--- config.mk ---
export PLATFORM = sky130hd
export DESIGN_NAME = keccak_msg_padder
export DESIGN_NICKNAME = d
export VERILOG_FILES = /design/src/rtl/keccak_msg_padder.sv
export SDC_FILE = /design/constraint.sdc
export NUM_CORES = 1
export LEC_CHECK = 0
export CAP_MARGIN = 0
export CELL_PAD_IN_SITES_DETAIL_PLACEMENT = 0
export CELL_PAD_IN_SITES_GLOBAL_PLACEMENT = 2
export CORE_MARGIN = 2
export CORE_UTILIZATION = 28
export DETAILED_ROUTE_END_ITERATION = 12
export PLACE_DENSITY_LB_ADDON = 0.1
export RECOVER_POWER = 50
export SKIP_LAST_GASP = 1
export SYNTH_ARGS = -nofsm -noshare
export SYNTH_HDL_FRONTEND = slang
export SYNTH_SLANG_ARGS = --single-unit
--- constraint.sdc ---
create_clock -name clk -period 4.25 [get_ports clk]
set_input_delay 0.425 -clock clk [delete_from_list [all_inputs] [get_ports clk]]
set_output_delay 0.425 -clock clk [all_outputs]
set_load 0.005 [all_outputs]
--- src/rtl/keccak_msg_padder.sv ---
// Streaming pad10*1 stage: turns a byte-counted stream of 64-bit words into rate-sized blocks.
// Optional macro KECCAK_PAD_RUNTIME_DS_EN adds a per-message ds_in suffix port.
module keccak_msg_padder #(
  parameter int unsigned W          = 64,
  parameter int unsigned RATE_LANES = 17,
  parameter int unsigned LEN_WIDTH  = 32,
  parameter logic [7:0]  DS         = 8'h06
) (
  input  logic                 clk,
  input  logic                 rst,
  input  logic                 start,
  input  logic [LEN_WIDTH-1:0] msg_len,
`ifdef KECCAK_PAD_RUNTIME_DS_EN
  input  logic [7:0]           ds_in,
`endif
  input  logic [W-1:0]         in_data,
  input  logic                 in_valid,
  output logic                 in_ready,
  output logic [W-1:0]         out_lane,
  output logic                 out_valid,
  input  logic                 out_ready,
  output logic [4:0]           out_lane_idx,
  output logic                 out_block_last,
  output logic                 out_msg_last,
  output logic                 busy
);

  typedef enum logic [1:0] {StIdle, StData, StPad} state_e;

  localparam logic [4:0]           LastLane  = 5'(RATE_LANES - 1);
  localparam logic [LEN_WIDTH-1:0] LaneBytes = LEN_WIDTH'(8);

  state_e               st_q, st_d;
  logic [LEN_WIDTH-1:0] rem_q, rem_d;
  logic [4:0]           lane_cnt_q, lane_cnt_d;
  logic                 pad_done_q, pad_done_d;

  logic [W-1:0]         out_lane_q, out_lane_d;
  logic                 out_valid_q, out_valid_d;
  logic [4:0]           out_idx_q, out_idx_d;
  logic                 out_bl_q, out_bl_d;
  logic                 out_ml_q, out_ml_d;

  logic                 load, gen, fin, last_lane;
  logic [W-1:0]         lane;
  logic [7:0]           ds_cur;

`ifdef KECCAK_PAD_RUNTIME_DS_EN
  logic [7:0] ds_q;

  always_ff @(posedge clk or posedge rst) begin
    if (rst) begin
      ds_q <= DS;
    end else if (st_q == StIdle && start) begin
      ds_q <= ds_in;
    end
  end

  assign ds_cur = ds_q;
`else
  assign ds_cur = DS;
`endif

  always_comb begin
    st_d        = st_q;
    rem_d       = rem_q;
    lane_cnt_d  = lane_cnt_q;
    pad_done_d  = pad_done_q;
    out_lane_d  = out_lane_q;
    out_valid_d = out_valid_q;
    out_idx_d   = out_idx_q;
    out_bl_d    = out_bl_q;
    out_ml_d    = out_ml_q;
    lane        = '0;
    gen         = 1'b0;
    fin         = 1'b0;

    // The single output slot is free when empty or being drained this cycle.
    load      = !out_valid_q || out_ready;
    in_ready  = (st_q == StData) && load;
    last_lane = (lane_cnt_q == LastLane);

    if (load) begin
      out_valid_d = 1'b0;
    end

    unique case (st_q)
      StIdle: begin
        if (start) begin
          rem_d      = msg_len;
          lane_cnt_d = '0;
          pad_done_d = 1'b0;
          st_d       = (msg_len == '0) ? StPad : StData;
        end
      end
      StData: begin
        if (in_ready && in_valid) begin
          gen = 1'b1;
          if (rem_q >= LaneBytes) begin
            lane  = in_data;
            rem_d = rem_q - LaneBytes;
            if (rem_d == '0) begin
              st_d = StPad;
            end
          end else begin
            // Tail word: keep the valid bytes, suffix right after them, drop the rest.
            for (int k = 0; k < 8; k++) begin
              if (rem_q > LEN_WIDTH'(k)) begin
                lane[8*k +: 8] = in_data[8*k +: 8];
              end else if (rem_q == LEN_WIDTH'(k)) begin
                lane[8*k +: 8] = ds_cur;
              end
            end
            pad_done_d = 1'b1;
            rem_d      = '0;
            st_d       = StPad;
            fin        = last_lane;
          end
        end
      end
      StPad: begin
        if (load) begin
          gen = 1'b1;
          if (!pad_done_q) begin
            lane[7:0]  = ds_cur;
            pad_done_d = 1'b1;
          end
          fin = last_lane;
        end
      end
      default: st_d = StIdle;
    endcase

    if (fin) begin
      lane[W-1 -: 8] = lane[W-1 -: 8] | 8'h80;
      st_d           = StIdle;
    end

    if (gen) begin
      out_lane_d  = lane;
      out_valid_d = 1'b1;
      out_idx_d   = lane_cnt_q;
      out_bl_d    = last_lane;
      out_ml_d    = fin;
      lane_cnt_d  = last_lane ? 5'd0 : lane_cnt_q + 5'd1;
    end
  end

  always_ff @(posedge clk or posedge rst) begin
    if (rst) begin
      st_q        <= StIdle;
      rem_q       <= '0;
      lane_cnt_q  <= '0;
      pad_done_q  <= 1'b0;
      out_lane_q  <= '0;
      out_valid_q <= 1'b0;
      out_idx_q   <= '0;
      out_bl_q    <= 1'b0;
      out_ml_q    <= 1'b0;
    end else begin
      st_q        <= st_d;
      rem_q       <= rem_d;
      lane_cnt_q  <= lane_cnt_d;
      pad_done_q  <= pad_done_d;
      out_lane_q  <= out_lane_d;
      out_valid_q <= out_valid_d;
      out_idx_q   <= out_idx_d;
      out_bl_q    <= out_bl_d;
      out_ml_q    <= out_ml_d;
    end
  end

  assign out_lane       = out_lane_q;
  assign out_valid      = out_valid_q;
  assign out_lane_idx   = out_idx_q;
  assign out_block_last = out_bl_q;
  assign out_msg_last   = out_ml_q;
  assign busy           = (st_q != StIdle);

endmodule
==> out/summary.md, run 1 <==
The run finished with clean final reports. The horizontal die dimension came out at 146 µm. At the placement stage, the worst setup path has a slack of 1170 ps. For this configuration, the core starts out at a cell density of 28.7%.

The count of buffers added on input and output ports is 174. The tools report the met3 routed wirelength as 1.05 mm. The count of flip-flops with a built-in enable after synthesis is 0, and the share of cells above drive strength 1 is 5.91%. Worst setup path category: register to register. The logs give 21200 µm² for the area of the die and 175 for the I/O pin count. The clock tree synthesis step divided the H-tree into 3 levels. For the global-route wire length before repair, the log shows 31.0 mm.

For this run, the leading register cell type out of synthesis is sky130_fd_sc_hd__dfrtp_1. The layout overhead on the synthesized area was 41.1%; the routed metal-1 wire length was 9.22 mm. The number of buffers created by CTS is 9, and the first-pass iteration count of the detailed router is 4. For the worst setup path, the data arrival time is 3340 ps. Setup slack closes at 1150 ps.

The distinct cell type count of the synthesized netlist was 64; the vertical die dimension was 146 µm. The tools report the peak supply drop as 0.000226 V. Highest metal layer with signal wires: met4. For this run, the slowest stage of the critical path takes 540 ps. The run gives 685 as the net count of the mapped netlist. The residual antenna-violating net count after detailed routing is 0.

The clock arrives with 11.9 ps of skew. Entering global routing, the biggest net connects 74 pins. The via count of the first global-routing pass was 5287. TritonCTS built the clock tree. The total count of max-transition violations in the final report came out at 0. Yosys attributes the largest share of cell area to sky130_fd_sc_hd__dfrtp_1, sky130_fd_sc_hd__a22o_1, sky130_fd_sc_hd__o21ai_0. The total vias in the final route was 5225. The run gives 49.9% as the sequential share of the synthesized area.

Post-synthesis cell area: 5610 µm². The total negative setup slack came out at 0 ps. The run gives 0 as the initial antenna violation count.

Setup repair after global routing left no endpoint under its margin. The logs give 467 ps for the final worst hold slack and 4490 ps for the endpoint required time on the critical path. The run gives 14.4 mm as the detailed placement HPWL.

The worst path in the final design needs a cycle of 3100 ps, including I/O delays and setup. At the end of routability-driven placement, the weighted congestion stood at 0.793. The static power due to leakage came out at 3.44 nW.

The cell taking the most area after synthesis was sky130_fd_sc_hd__dfrtp_1. The DRC violation total after the first TritonRoute iteration is 326, and the largest fanout on the critical path is 16. The signal on the critical path passes through or4_4 > or3_1 > nor3_4 > nor2_2 > a2111oi_2 > mux2_2. The synthesized design devotes to its leading area cell type 49.9% of total area. The library cell used most frequently in the layout, excluding fill and tap cells, is sky130_fd_sc_hd__dfrtp_1. The logs give 0 for the reported max-cap violation count and 0 for the synthesis warning total.

The mean instance size in the synthesized netlist is 9.75 µm². Nature of the critical path endpoint: a register. For this design the ratio of total power to cell area is 683 nW/µm². In this run the deepest clock path goes through 2 buffers. Post-CTS timing repair inserted 0 buffers for setup. The transition time at the pin with the least slew margin works out to 1080 ps.

After global routing the overflow that remains totals 0. The count of antenna diodes in the layout was 0. In the routed design, unresolved DRC markers number 0. The clock net in this run drives a total of 112 sinks. For the post-cts gate resize count, the log shows 0. The final layout contains 850 nets.

In the final routed layout, each cell accounts on average for 19.2 µm. The highest-delay cell along the critical path is sky130_fd_sc_hd__or4_4. Wires add up to 19.4 mm. The tightest slew margin relative to the limit is 28.0%, and the routed length on met2 is 9.02 mm. The cell row count is 51, and the register bit total from synthesis is 112. The tools report the final number of hold-violating endpoints as 0. After clock tree synthesis, the clock-pin slew on the worst setup and hold paths is 80 ps. The via count normalized by instance count was 5.17; the highest attainable clock frequency was 0.323 GHz. The top cell types in the final layout, fill and taps aside, are sky130_fd_sc_hd__dfrtp_1, sky130_fd_sc_hd__clkdlybuf4s50_1, sky130_fd_sc_hd__dlygate4sd3_1. After layout, the worst path uses 72.9% of the clock period. The worst hold path belongs to the class register to register. STA classifies the critical path startpoint as a register.

The final number of setup-violating endpoints was 0. After synthesis, the share of flip-flops with an asynchronous set or reset is 100%. After clock tree synthesis, the flow added hold-fix buffers numbering 0.

The total area inside the core boundary comes to 19600 µm². The buffer type at the clock tree root was sky130_fd_sc_hd__clkbuf_16. For this run, the total global-route usage over all layers was measured as 18.5%. The later pin in the worst-skew pair is clocked with a latency of 350 ps.

For the synthesized instance count, the log shows 576.
sequential cells by signal (all words and copies together) (netlist names):
register / cells
out_msg_last: 1
st_q: 2
out_valid: 1
lane_cnt_q: 5
out_lane: 64
rem_q: 32
out_block_last: 1
out_lane_idx: 5
pad_done_q: 1
worst max-delay path, delay by kind of cell (launching register included):
kind             cells  cell delay (ps)
flip-flops           1              500
multiplexers         1              370
AO/OA/AOI/OAI        1              400
AND/OR/NAND/NOR      4             1710
Yosys cell counts (all sizes together), types with 2 or more instances:
library cell,n
nor2b,5
or3,5
nand2,61
clkbuf,27
nor3,27
o22ai,4
nor2,32
o2bb2ai,3
a32o,3
or4,3
a22o,63
and3,2
nand3,6
nand4,11
a31oi,3
nand3b,3
dfrtp,112
o21a,3
ha,8
o21ai,60
a22oi,7
nor4,19
a21o,6
a41oi,2
nand4b,2
a221oi,2
o31a,2
nor4b,2
nand2b,5
a21oi,35
buf,6
a221o,3
xnor2,7
or2,2
inv,19
stage by stage:
step	util (%)	total power, mW	std cells	cell area (µm²)
floorplan	-	3.44	576	5610
global placement	39.0	4.70	995	7640
detailed placement	39.0	4.74	995	7640
CTS	40.5	5.60	1010	7930
global route	40.4	5.84	1010	7920
finish	40.4	5.41	1010	7920
cell type report:
type | count | area, µm²
fill | 1969 | 11700
multi-input combinational | 412 | 2600
sequential | 112 | 2800
timing repair buffer | 187 | 1840
clock inverter | 6 | 56.3
clock buffer | 9 | 225
inverter | 19 | 73.8
tap | 265 | 332
per-layer routing:
metal  vias to the layer above  GRT usage [%]
met4                         0           4.95
met5                         -              0
met3                         8           3.51
met2                       160           29.0
li1                       2495              -
met1                      2562           26.1
cell families after synthesis:
logic type,Yosys count,synth area share [%]
DFF,112,49.9
and+or+nand+nor,191,17.8
AOI/OAI and AO/OA,203,25.0
adders and majority gates,8,1.78
buffers and inverters,52,3.88
muxes,2,0.379
xor gates and xnor gates,8,1.25
where the power goes:
group	internal [mW]	switching [mW]	total [mW]
sequential	1.55	0.439	1.99
combinational	1.26	1.32	2.58
clock	0.406	0.426	0.832
total	3.22	2.19	5.41
final timing paths:
check                                         start                        to  slack [ps]  cells after the start
min                        out_lane[10]$_DFFE_PP0P_  out_lane[10]$_DFFE_PP0P_         470                      2
max                           rem_q[16]$_DFFE_PP0P_    pad_done_q$_DFFE_PP0P_        1150                      6
min in group asynchronous                       rst  out_lane[37]$_DFFE_PP0P_         770                      2
max in group asynchronous                       rst  out_lane[49]$_DFFE_PP0P_        1960                      3
max reg2reg                   rem_q[16]$_DFFE_PP0P_    pad_done_q$_DFFE_PP0P_        1150                      6
min reg2reg                out_lane[10]$_DFFE_PP0P_  out_lane[10]$_DFFE_PP0P_         470                      2
Note: power is estimated with default switching activity, not from simulation.
==> run 2: changes to the inputs <==
Clock period 4.25 ns to 3 ns, I/O delays scaled along.
==> out/summary.md, run 2 (synthesized netlist as in run 1, its figures left out) <==
For the overflow left after global routing, the log shows 0 (unchanged). Among cell families on the critical path, the largest total delay comes from simple AND/OR/NAND/NOR gates. The endpoint required time on the critical path is 3290 ps (-1200 ps). The final number of hold-violating endpoints was 0 (unchanged); the transition time at the pin with the least slew margin was 1110 ps (+29.7 ps).

The tools report the global-route wire length before repair as 31.2 mm (+0.51%). The commonest non-fill, non-tap cell in the layout was sky130_fd_sc_hd__clkdlybuf4s50_1. The logs give 26.0% (-2.0 points) for the tightest slew margin relative to the limit and 0 (unchanged) for the number of post-CTS setup repair buffers. The tools report the post-cts gate resize count as 0 (unchanged). The logs give 0.363 GHz (+12%) for the highest attainable clock frequency and 3050 ps (-290 ps) for the arrival time at the worst endpoint. The tools report the launching element type of the critical path as a register.

The horizontal die dimension came out at 146 µm (unchanged). Setup repair after global routing left no endpoint under its margin. For the total track usage, the log shows 18.6% (+0.11 points). The share of cells above drive strength 1 was 8.26% (+2.4 points); the number of buffers inserted by port buffering was 174 (unchanged). The total count of max-transition violations in the final report is 0 (unchanged). For the latest clock arrival within the worst-skew pair, the log shows 360 ps (about the same). The peak supply drop is 0.000369 V (+63%). The run gives 242 ps (-912 ps) as the worst setup slack after layout.

The switching part of the total was 39.9% (-0.52 points). In the layout the commonest cells are sky130_fd_sc_hd__clkdlybuf4s50_1, sky130_fd_sc_hd__dfrtp_1, sky130_fd_sc_hd__a22o_1. The fraction of the core area covered by cells at the end of the flow came out at 41.1% (+0.69 points). The logs give 0 (unchanged) for the number of buffers inserted by hold repair at cts and 8060 µm² (+1.7%) for the final design area excluding fillers. TritonCTS built the clock tree. Worst setup path category: register to register. The tools report the cell row count as 51 (unchanged).

The vertical die dimension came out at 146 µm (unchanged). The signal on the critical path passes through or4_4 > or3_1 > buf_4 > nor3_1 > xnor2_1 > nand2_1 > o22ai_1 > mux2i_1. The run gives 1993 (+1.2%) as the layout filler cell count. The first-pass iteration count of the detailed router was 4 (unchanged); the power per cell area was 975 nW/µm² (+43%). The maximum number of pins on one net before global-route repair is 41 (-45%). The run finished with clean final reports. The via count normalized by instance count is 5.21 (+0.67%), and the post-layout minimum cycle time is 2760 ps (-338 ps). The number of buffers created by CTS was 9 (unchanged). The maximum number of buffers from clock root to sink was 2 (unchanged); the part of the power in registers was 35.5% (-1.3 points).

For the area of the die, the log shows 21200 µm² (unchanged). The switching power is 3.14 mW (+44%), and the number of flip-flops under the largest register name is 64 (unchanged). The layout overhead on the synthesized area works out to 43.5%. The nature of the critical path endpoint is a register.

Number of design rule violations left after detail routing: 0 (unchanged). The class of the worst hold path was register to register. The run gives 19.5 mm (+0.24%) as the aggregate routed wire length. The count of buffer and inverter cells on the critical path is 1 (+1). The slowest stage of the critical path is the sky130_fd_sc_hd__or4_4 cell.

The logs give 14.6 mm (+1.5%) for the detailed placement HPWL and 7.86 mW (+45%) for the total power draw. The run gives 11.6 ps (-0.279 ps) as the worst-case clock skew. The maximum cell stage delay along the critical path works out to 570 ps (+30 ps). The final number of setup-violating endpoints was 0 (unchanged); the total vias in the final route was 5354 (+2.5%). The fraction of power consumed by combinational cells was 49.4% (+1.6 points); the I/O pin count was 175 (unchanged). The clock slew seen by the registers of the worst setup and hold paths was 80 ps (about the same). Final-stage net count: 867 (+2.0%).

The run gives 112 (unchanged) as the clock net sink count. The buffer type at the clock tree root is sky130_fd_sc_hd__clkbuf_16. For the starting density of the core, the log shows 28.7% (unchanged). The largest fanout on the critical path was 6 (-10). The internal power contribution was 4.72 mW (+47%); the detail-routed net length per standard cell was 18.9 µm (-1.5%). The run gives 0.785 (-1.0%) as the final weighted congestion of routability-driven global placement. The count of antenna diodes in the layout is 0 (unchanged), and the cell area reported after detailed placement is 7800 µm² (+2.0%). Clock network power share: 15.1% (-0.3 points). The logs give 0 (unchanged) for the reported max-cap violation count and 19600 µm² (unchanged) for the area of the placeable core. Static power due to leakage: 3.45 nW (+0.29%).

The residual antenna-violating net count after detailed routing is 0 (unchanged), and the post-route clock period utilization is 91.9% (+19 points). The setup slack at placement is 63.9 ps (-1100 ps), and the total number of H-tree levels is 3 (unchanged). The logs give 310 (-4.9%) for the DRC violation total after the first TritonRoute iteration and 0 (unchanged) for the initial antenna violation count.

Total negative setup slack: 0 ps (unchanged). Via count of the first global-routing pass: 5275 (-0.23%).
run 2: changes by cell type in the layout (fill, tap and decap cells not counted), sizes merged:
cell,change
clkinv,-1
inv,-1
clkdlybuf4s50,+31
dlygate4sd3,-31
clkbuf,+3
buf,+15
clkinvlp,+2
run 2: worst register-to-register path, stage by stage, from the launching register on:
cell                      delay, ps
sky130_fd_sc_hd__dfrtp_1        450
sky130_fd_sc_hd__or4_4          580
sky130_fd_sc_hd__or3_1          350
sky130_fd_sc_hd__buf_4          180
sky130_fd_sc_hd__nor3_1         360
sky130_fd_sc_hd__xnor2_1        160
sky130_fd_sc_hd__nand2_1         80
sky130_fd_sc_hd__o22ai_1        310
sky130_fd_sc_hd__mux2i_1        220
run 2: metrics by stage:
step,hold slack [ps],std cells
after CTS,373,1028
after detailed placement,457,1012
after floorplan,425,576
final,466,1028
after global placement,454,1012
after global routing,495,1028
run 2: final cells by class:
cell class	instances	area (µm²)	share of cell area (%)
repair buffers	204	1960	24.3
multi-input cells	412	2610	32.4
inverters	19	72.6	0.901
clock buffers	10	229	2.84
clock inverters	6	55.1	0.683
flip-flops and latches	112	2800	34.8
well taps	265	332	4.12
run 2: metal layers:
layer / vias to the layer above / part of all wire (%) / global-route usage (%) / routed length (µm)
met5: - / 0 / 0 / 0
met4: 0 / 1.6 / 5.15 / 313
met3: 18 / 5.4 / 4.08 / 1060
met2: 184 / 46 / 29.2 / 8970
met1: 2629 / 47 / 25.8 / 9130
li1: 2523 / - / - / -
run 2: final timing paths:
kind | from | endpoint | slack (ps) | depth (start not counted)
worst max-delay path | rem_q[19]$_DFFE_PP0P_ | st_q[0]$_DFFE_PP0P_ | 240 | 8
worst min-delay path | out_lane[10]$_DFFE_PP0P_ | out_lane[10]$_DFFE_PP0P_ | 470 | 2
worst max register to register | rem_q[19]$_DFFE_PP0P_ | st_q[0]$_DFFE_PP0P_ | 240 | 8
worst min register to register | out_lane[10]$_DFFE_PP0P_ | out_lane[10]$_DFFE_PP0P_ | 470 | 2
max in group asynchronous | rst | rem_q[10]$_DFFE_PP0P_ | 910 | 3
min in group asynchronous | rst | out_lane_idx[4]$_DFFE_PP0P_ | 600 | 2
run 2: power by group through the flow:
stage               Combinational (mW)  Sequential [mW]  Clock, mW
finish                            3.88             2.79       1.19
global route                      4.28             2.90       1.30
floorplan                         2.19             2.68          0
global placement                  3.94             2.82          0
detailed placement                3.98             2.83          0
CTS                               4.00             2.80       1.23
